## src/rtl/systolic_job_scheduler.sv

```systemverilog
// systolic_job_scheduler
//
// Buffers matrix-multiply job descriptors from the host in a small FIFO and runs
// them one at a time on the systolic core: it pops a descriptor, drives it to the
// core with a one-cycle new_data pulse, waits for a rising edge of core_done, and
// hands back a completion record over a valid/ready port.
//
// Optional feature: define SCHED_TIMEOUT_EN to add a RUN-state watchdog that aborts
// the core after TIMEOUT cycles and reports the job with cmp_timeout set.
//
// Ports:
//   clk, rst                       clock, asynchronous active-high reset
//   job_valid/job_ready            host job handshake (ready while FIFO not full)
//   job_addr_A/B/C, job_n          job descriptor
//   new_data, addr_A/B/C, n        start pulse and registered descriptor to the core
//   core_done, core_total_cycles,
//   core_overflow                  core completion and status
//   core_abort                     one-cycle abort request to the core (watchdog)
//   cmp_valid/cmp_ready            completion record handshake
//   cmp_id, cmp_cycles,
//   cmp_overflow, cmp_error,
//   cmp_timeout                    completion record fields
//   busy, queue_count, jobs_done   status
module systolic_job_scheduler #(
    parameter int DEPTH   = 4,
    parameter int ADDR_W  = 12,
    parameter int N       = 4,
    parameter int TIMEOUT = 4096
) (
    input  logic                  clk,
    input  logic                  rst,
    input  logic                  job_valid,
    output logic                  job_ready,
    input  logic [ADDR_W-1:0]     job_addr_A,
    input  logic [ADDR_W-1:0]     job_addr_B,
    input  logic [ADDR_W-1:0]     job_addr_C,
    input  logic [3:0]            job_n,
    output logic                  new_data,
    output logic [ADDR_W-1:0]     addr_A,
    output logic [ADDR_W-1:0]     addr_B,
    output logic [ADDR_W-1:0]     addr_C,
    output logic [3:0]            n,
    input  logic                  core_done,
    input  logic [15:0]           core_total_cycles,
    input  logic                  core_overflow,
    output logic                  core_abort,
    output logic                  cmp_valid,
    input  logic                  cmp_ready,
    output logic [3:0]            cmp_id,
    output logic [15:0]           cmp_cycles,
    output logic                  cmp_overflow,
    output logic                  cmp_error,
    output logic                  cmp_timeout,
    output logic                  busy,
    output logic [$clog2(DEPTH):0] queue_count,
    output logic [15:0]           jobs_done
);
    localparam int PW = $clog2(DEPTH);
    localparam int CW = PW + 1;
    localparam logic [CW-1:0] FULL_COUNT = CW'(DEPTH);
    localparam logic [4:0]    N_MAX      = 5'(N);

    typedef enum logic [1:0] {StIdle, StIssue, StRun, StReport} state_e;

    // FIFO storage; the job id travels with its descriptor.
    logic [ADDR_W-1:0] r_mem_a  [DEPTH];
    logic [ADDR_W-1:0] r_mem_b  [DEPTH];
    logic [ADDR_W-1:0] r_mem_c  [DEPTH];
    logic [3:0]        r_mem_n  [DEPTH];
    logic [3:0]        r_mem_id [DEPTH];
    logic [PW-1:0]     r_wr_ptr;
    logic [PW-1:0]     r_rd_ptr;
    logic [CW-1:0]     r_count;
    logic [3:0]        r_next_id;

    state_e            r_state;
    logic              r_done_q;
    logic              r_new_data;
    logic [ADDR_W-1:0] r_addr_a;
    logic [ADDR_W-1:0] r_addr_b;
    logic [ADDR_W-1:0] r_addr_c;
    logic [3:0]        r_n;
    logic [3:0]        r_id;
    logic              r_cmp_valid;
    logic [15:0]       r_cmp_cycles;
    logic              r_cmp_overflow;
    logic              r_cmp_error;
    logic [15:0]       r_jobs_done;

    logic w_push;
    logic w_pop;
    logic w_head_bad;
    logic w_done_edge;

    assign job_ready   = (r_count < FULL_COUNT);
    assign w_push      = job_valid && job_ready;
    assign w_pop       = (r_state == StIdle) && (r_count != '0);
    assign w_head_bad  = (r_mem_n[r_rd_ptr] == 4'd0) || ({1'b0, r_mem_n[r_rd_ptr]} > N_MAX);
    // Only a fresh edge counts, so a done level left over from the last job is ignored.
    assign w_done_edge = core_done && !r_done_q;

    always_ff @(posedge clk) begin
        if (w_push) begin
            r_mem_a[r_wr_ptr]  <= job_addr_A;
            r_mem_b[r_wr_ptr]  <= job_addr_B;
            r_mem_c[r_wr_ptr]  <= job_addr_C;
            r_mem_n[r_wr_ptr]  <= job_n;
            r_mem_id[r_wr_ptr] <= r_next_id;
        end
    end

    always_ff @(posedge clk or posedge rst) begin
        if (rst) begin
            r_wr_ptr  <= '0;
            r_rd_ptr  <= '0;
            r_count   <= '0;
            r_next_id <= 4'd0;
        end else begin
            if (w_push) begin
                r_wr_ptr  <= r_wr_ptr + 1'b1;
                r_next_id <= r_next_id + 4'd1;
            end
            if (w_pop) begin
                r_rd_ptr <= r_rd_ptr + 1'b1;
            end
            case ({w_push, w_pop})
                2'b10:   r_count <= r_count + 1'b1;
                2'b01:   r_count <= r_count - 1'b1;
                default: r_count <= r_count;
            endcase
        end
    end

`ifdef SCHED_TIMEOUT_EN
    localparam logic [15:0] WD_LIMIT    = 16'(TIMEOUT - 1);
    localparam logic [15:0] TIMEOUT_CYC = 16'(TIMEOUT);
    logic [15:0] r_wd_cnt;
    logic        r_abort;
    logic        r_cmp_timeout;
`endif

    always_ff @(posedge clk or posedge rst) begin
        if (rst) begin
            r_state        <= StIdle;
            r_done_q       <= 1'b0;
            r_new_data     <= 1'b0;
            r_addr_a       <= '0;
            r_addr_b       <= '0;
            r_addr_c       <= '0;
            r_n            <= 4'd0;
            r_id           <= 4'd0;
            r_cmp_valid    <= 1'b0;
            r_cmp_cycles   <= 16'd0;
            r_cmp_overflow <= 1'b0;
            r_cmp_error    <= 1'b0;
            r_jobs_done    <= 16'd0;
`ifdef SCHED_TIMEOUT_EN
            r_wd_cnt       <= 16'd0;
            r_abort        <= 1'b0;
            r_cmp_timeout  <= 1'b0;
`endif
        end else begin
            r_done_q <= core_done;
`ifdef SCHED_TIMEOUT_EN
            r_abort  <= 1'b0;
`endif
            case (r_state)
                StIdle: begin
                    if (w_pop) begin
                        r_addr_a <= r_mem_a[r_rd_ptr];
                        r_addr_b <= r_mem_b[r_rd_ptr];
                        r_addr_c <= r_mem_c[r_rd_ptr];
                        r_n      <= r_mem_n[r_rd_ptr];
                        r_id     <= r_mem_id[r_rd_ptr];
                        if (w_head_bad) begin
                            // Illegal size: report straight away without touching the core.
                            r_cmp_valid    <= 1'b1;
                            r_cmp_error    <= 1'b1;
                            r_cmp_cycles   <= 16'd0;
                            r_cmp_overflow <= 1'b0;
`ifdef SCHED_TIMEOUT_EN
                            r_cmp_timeout  <= 1'b0;
`endif
                            r_state        <= StReport;
                        end else begin
                            r_new_data <= 1'b1;
                            r_state    <= StIssue;
                        end
                    end
                end
                StIssue: begin
                    r_new_data <= 1'b0;
`ifdef SCHED_TIMEOUT_EN
                    r_wd_cnt   <= 16'd0;
`endif
                    r_state    <= StRun;
                end
                StRun: begin
                    if (w_done_edge) begin
                        r_cmp_valid    <= 1'b1;
                        r_cmp_error    <= 1'b0;
                        r_cmp_cycles   <= core_total_cycles;
                        r_cmp_overflow <= core_overflow;
`ifdef SCHED_TIMEOUT_EN
                        r_cmp_timeout  <= 1'b0;
`endif
                        r_state        <= StReport;
                    end
`ifdef SCHED_TIMEOUT_EN
                    else if (r_wd_cnt == WD_LIMIT) begin
                        r_abort        <= 1'b1;
                        r_cmp_valid    <= 1'b1;
                        r_cmp_error    <= 1'b0;
                        r_cmp_cycles   <= TIMEOUT_CYC;
                        r_cmp_overflow <= 1'b0;
                        r_cmp_timeout  <= 1'b1;
                        r_state        <= StReport;
                    end else begin
                        r_wd_cnt <= r_wd_cnt + 16'd1;
                    end
`endif
                end
                StReport: begin
                    if (cmp_ready) begin
                        r_cmp_valid <= 1'b0;
                        r_jobs_done <= r_jobs_done + 16'd1;
                        r_state     <= StIdle;
                    end
                end
                default: r_state <= StIdle;
            endcase
        end
    end

`ifdef SCHED_TIMEOUT_EN
    assign core_abort  = r_abort;
    assign cmp_timeout = r_cmp_timeout;
`else
    logic w_unused_timeout;
    assign w_unused_timeout = ^TIMEOUT;
    assign core_abort       = 1'b0;
    assign cmp_timeout      = 1'b0;
`endif

    assign new_data     = r_new_data;
    assign addr_A       = r_addr_a;
    assign addr_B       = r_addr_b;
    assign addr_C       = r_addr_c;
    assign n            = r_n;
    assign cmp_valid    = r_cmp_valid;
    assign cmp_id       = r_id;
    assign cmp_cycles   = r_cmp_cycles;
    assign cmp_overflow = r_cmp_overflow;
    assign cmp_error    = r_cmp_error;
    assign busy         = (r_state != StIdle) || (r_count != '0);
    assign queue_count  = r_count;
    assign jobs_done    = r_jobs_done;

endmodule

```

## config.mk

```make
export PLATFORM = sky130hd
export DESIGN_NAME = systolic_job_scheduler
export DESIGN_NICKNAME = d
export VERILOG_FILES = /design/src/rtl/systolic_job_scheduler.sv
export SDC_FILE = /design/constraint.sdc
export NUM_CORES = 1
export LEC_CHECK = 0
export CORE_MARGIN = 4
export CORE_UTILIZATION = 46
export DETAILED_ROUTE_END_ITERATION = 16
export DONT_BUFFER_PORTS = 1
export HOLD_SLACK_MARGIN = 0.08
export SYNTH_ARGS = -nofsm -noshare
export SYNTH_HDL_FRONTEND = slang
export SYNTH_SLANG_ARGS = --single-unit
```

## constraint.sdc

```tcl
create_clock -name clk -period 3.8 [get_ports clk]
set_clock_uncertainty 0.15 [all_clocks]
set_input_delay 0.38 -clock clk [delete_from_list [all_inputs] [get_ports clk]]
set_output_delay 0.38 -clock clk [all_outputs]
set_load 0.01 [all_outputs]
```

==> results.txt <==
Most frequent cells in the layout: edfxtp_1 (176), nand2_1 (163), dfrtp_1 (92), dlygate4sd3_1 (60), mux4_2 (44)
Final min period: 2.86 ns
CP Cell Sequence: inv_1, ha_1, or4b_2, nor2b_1, a21oi_2, buf_4, mux2_1
Ys flop type: edfxtp_1
Via/cell ratio: 5.24
Worst-Skew Late Latency: 0.53 ns
First-pass GRT wire length: 31900 um
Antenna diode instance count: 0
Hold Path Class: in2reg
CP arrival: 3.11 ns
Net Sw Power: 3.08 mW
Row count: 54
Reg-to-reg startpoint: r_state[0]
Core area: 22000 sq um
CP startpoint kind: register
Netlist cell types: 39
Reg2Reg Depth: 7
RSZ-0062 raised after global routing: no
Wire per inst: 20.0 um
Hold Crit Start: cmp_ready
Worst path bufs/invs: 2
Worst-path clk slew: 0.06 ns
Sequential share of power: 0.462
Setup Crit Path Kind: reg2reg
DP Wirelength: 12000 um
Tot Pwr: 9.73 mW
I/O Pins: 149
DP Worst Slack: 0.924 ns
Hold Path Cell Cnt: 3
Gr ovfl total: 0
CTS Root Cell: clkbuf_16
Worst slew margin: 0.416
Via Count: 5339
Max stage delay on crit path: 0.72 ns
Synth Instances: 640
Port Buffer Count: 0
PD cells: 789 nW/um^2
YS warnings: 0
Max Fclk: 349 MHz
Setup violators final: 0
Post-synth EDFFs: 176
Logic pwr share: 0.252
Switch share: 0.316
Seq/Total Area, Yosys: 0.734
Routed WL: 20400 um
Max-cap violations: 0
Fin area: 12300 sq um
Final period utilization: 0.754
Critical Path RT: 4.05 ns
Max clock buf depth: 3
Antenna Nets Post-Route: 0
Area growth, synth to finish: 18.5%
Number of synthesized register bits: 270
H-Tree Depth: 1
CP delay by family, top: simple AND/OR/NAND/NOR gates
R2R Path End: cmp_error
Hold_buf cts: 60
Flop-to-flop setup slack: 0.94 ns
First-pass DRT Iterations: 4
Final slew viol count: 0
Outcome: finished, final reports clean
Layout cells sized above 1: 0.156
Initial Utilization: 0.472
Initial antenna violation count: 1
Dpl cell area: 10800 sq um
Peak VDD IR: 440 uV
Starting DRT DRC Count: 305
Power Internal: 6.65 mW
CTS Buf Count: 29
CTS tree: yes
Fraction of registers with async set/reset: 0.348
Clock Power Share: 0.287
Worst slew pin tran: 0.876 ns
Setup ws final: 0.935 ns
Fin nets: 793
Cell area after synthesis: 10400 sq um
Die Wd: 158 um
Placer Congestion: 0.763
Leakage: 4.77 nW
Final hold viol count: 0
Total Routing Usage GR: 0.163
# DRC: 0
Most common cell after layout, fill and taps aside: edfxtp_1
Postcts setup bufs: 0
Critical Path Sink Type: register
Die area: 25100 sq um
Hold path endpoint: jobs_done[3]
TNS Setup: 0 ns
Crit-path max FO: 18
Sink Count: 270
Post-CTS sizing: 0
Critical path's slowest cell: or4b_2
Syn_area_per_cell: 16.3 sq um
Pin count of the biggest net entering global routing: 69
Vias in the first global route: 5812
Chip height: 158 um
power by group through the flow:
stage                     clock (mW)  combinational (mW)  sequential, mW
after floorplan                    0                1.99            4.32
after global placement             0                2.35            4.53
after detailed placement           0                2.42            4.56
after CTS                       2.86                2.50            4.51
after global routing            3.00                2.74            4.58
final                           2.79                2.45            4.49
metal layers:
| layer | part of all wire | global-route usage |
|---|---|---|
| met1 | 0.43 | 0.213 |
| met2 | 0.49 | 0.281 |
| met3 | 0.073 | 0.0410 |
| met4 | 0.014 | 0.0337 |
| met5 | 0.00064 | 0 |
final cells by class:
class	instances	area [sq um]
Timing Repair Buffer	71	708
Sequential cell	270	7640
Fill cell	1739	9700
Clock inverter	16	191
Clock buffer	37	776
Tap cell	280	350
Multi-Input combinational cell	314	2540
Inverter	31	119
synth_stat cells, types with 2 or more instances:
| cell | n | area share |
|---|---|---|
| nor2b_1 | 4 | 0.0024 |
| buf_6 | 3 | 0.0032 |
| buf_2 | 3 | 0.0014 |
| nor3_1 | 4 | 0.0019 |
| nor4_1 | 2 | 0.0012 |
| and2_1 | 4 | 0.0024 |
| nor2_1 | 4 | 0.0014 |
| nand2b_1 | 2 | 0.0012 |
| inv_1 | 30 | 0.011 |
| mux2_2 | 3 | 0.0032 |
| mux2i_1 | 19 | 0.018 |
| clkbuf_1 | 10 | 0.0036 |
| ha_1 | 13 | 0.016 |
| a21oi_1 | 2 | 0.00096 |
| dfrtp_1 | 94 | 0.23 |
| edfxtp_1 | 176 | 0.51 |
| buf_4 | 2 | 0.0014 |
| nand2_1 | 163 | 0.059 |
| nand3_1 | 7 | 0.0034 |
| xnor2_1 | 16 | 0.013 |
| buf_1 | 8 | 0.0029 |
| mux4_2 | 44 | 0.095 |
| o21ai_0 | 3 | 0.0014 |
| o31ai_1 | 2 | 0.0014 |
| xor2_1 | 8 | 0.0067 |
how the worst max path moves through the flow:
stage	startpoint	cells past startpoint	slack (ns)	endpoint
floorplan	rst	1	0.82	addr_A[0]
global placement	r_state[0]	7	1.04	cmp_error
detailed placement	r_state[0]	7	0.92	cmp_error
CTS	r_state[0]	7	0.93	cmp_error
global route	r_state[0]	7	0.80	cmp_error
finish	r_state[0]	7	0.94	cmp_error
worst reg2reg max path, stage by stage, from the launching register on:
cell,delay [ns]
dfrtp_1,0.42
inv_1,0.14
ha_1,0.33
or4b_2,0.72
nor2b_1,0.20
a21oi_2,0.13
buf_4,0.30
mux2_1,0.36
sequential cells by signal (all words and copies together) (netlist names), 3 cells and up:
name and cells:
n 4, queue_count 3, cmp_id 4, r_mem_b 48
cmp_cycles 16, addr_A 12, r_mem_n 16, addr_C 12
addr_B 12, r_next_id 4, r_mem_id 16, jobs_done 16
r_mem_c 48, r_mem_a 48
metrics by stage:
step           instances  utilization  hold WS, ns
3_5_place_dp         906        0.489        0.262
4_1_cts             1019        0.560        0.114
3_3_place_gp         906        0.489        0.262
6_report            1019        0.560        0.134
5_1_grt             1019        0.560        0.157
2_1_floorplan        641            -        0.261
cells by family after synthesis:
kind of cell / Yosys count / synth area share
buffers and inverters: 57 / 0.0238
adder cells (fa/ha/maj): 14 / 0.0176
multiplexers: 67 / 0.118
XOR/XNOR: 25 / 0.0228
AND/OR/NAND/NOR: 195 / 0.0767
flip-flops: 270 / 0.734
AO/OA/AOI/OAI: 11 / 0.00697
other: 1 / 0.000360
Power figures use the tool's default switching activity.
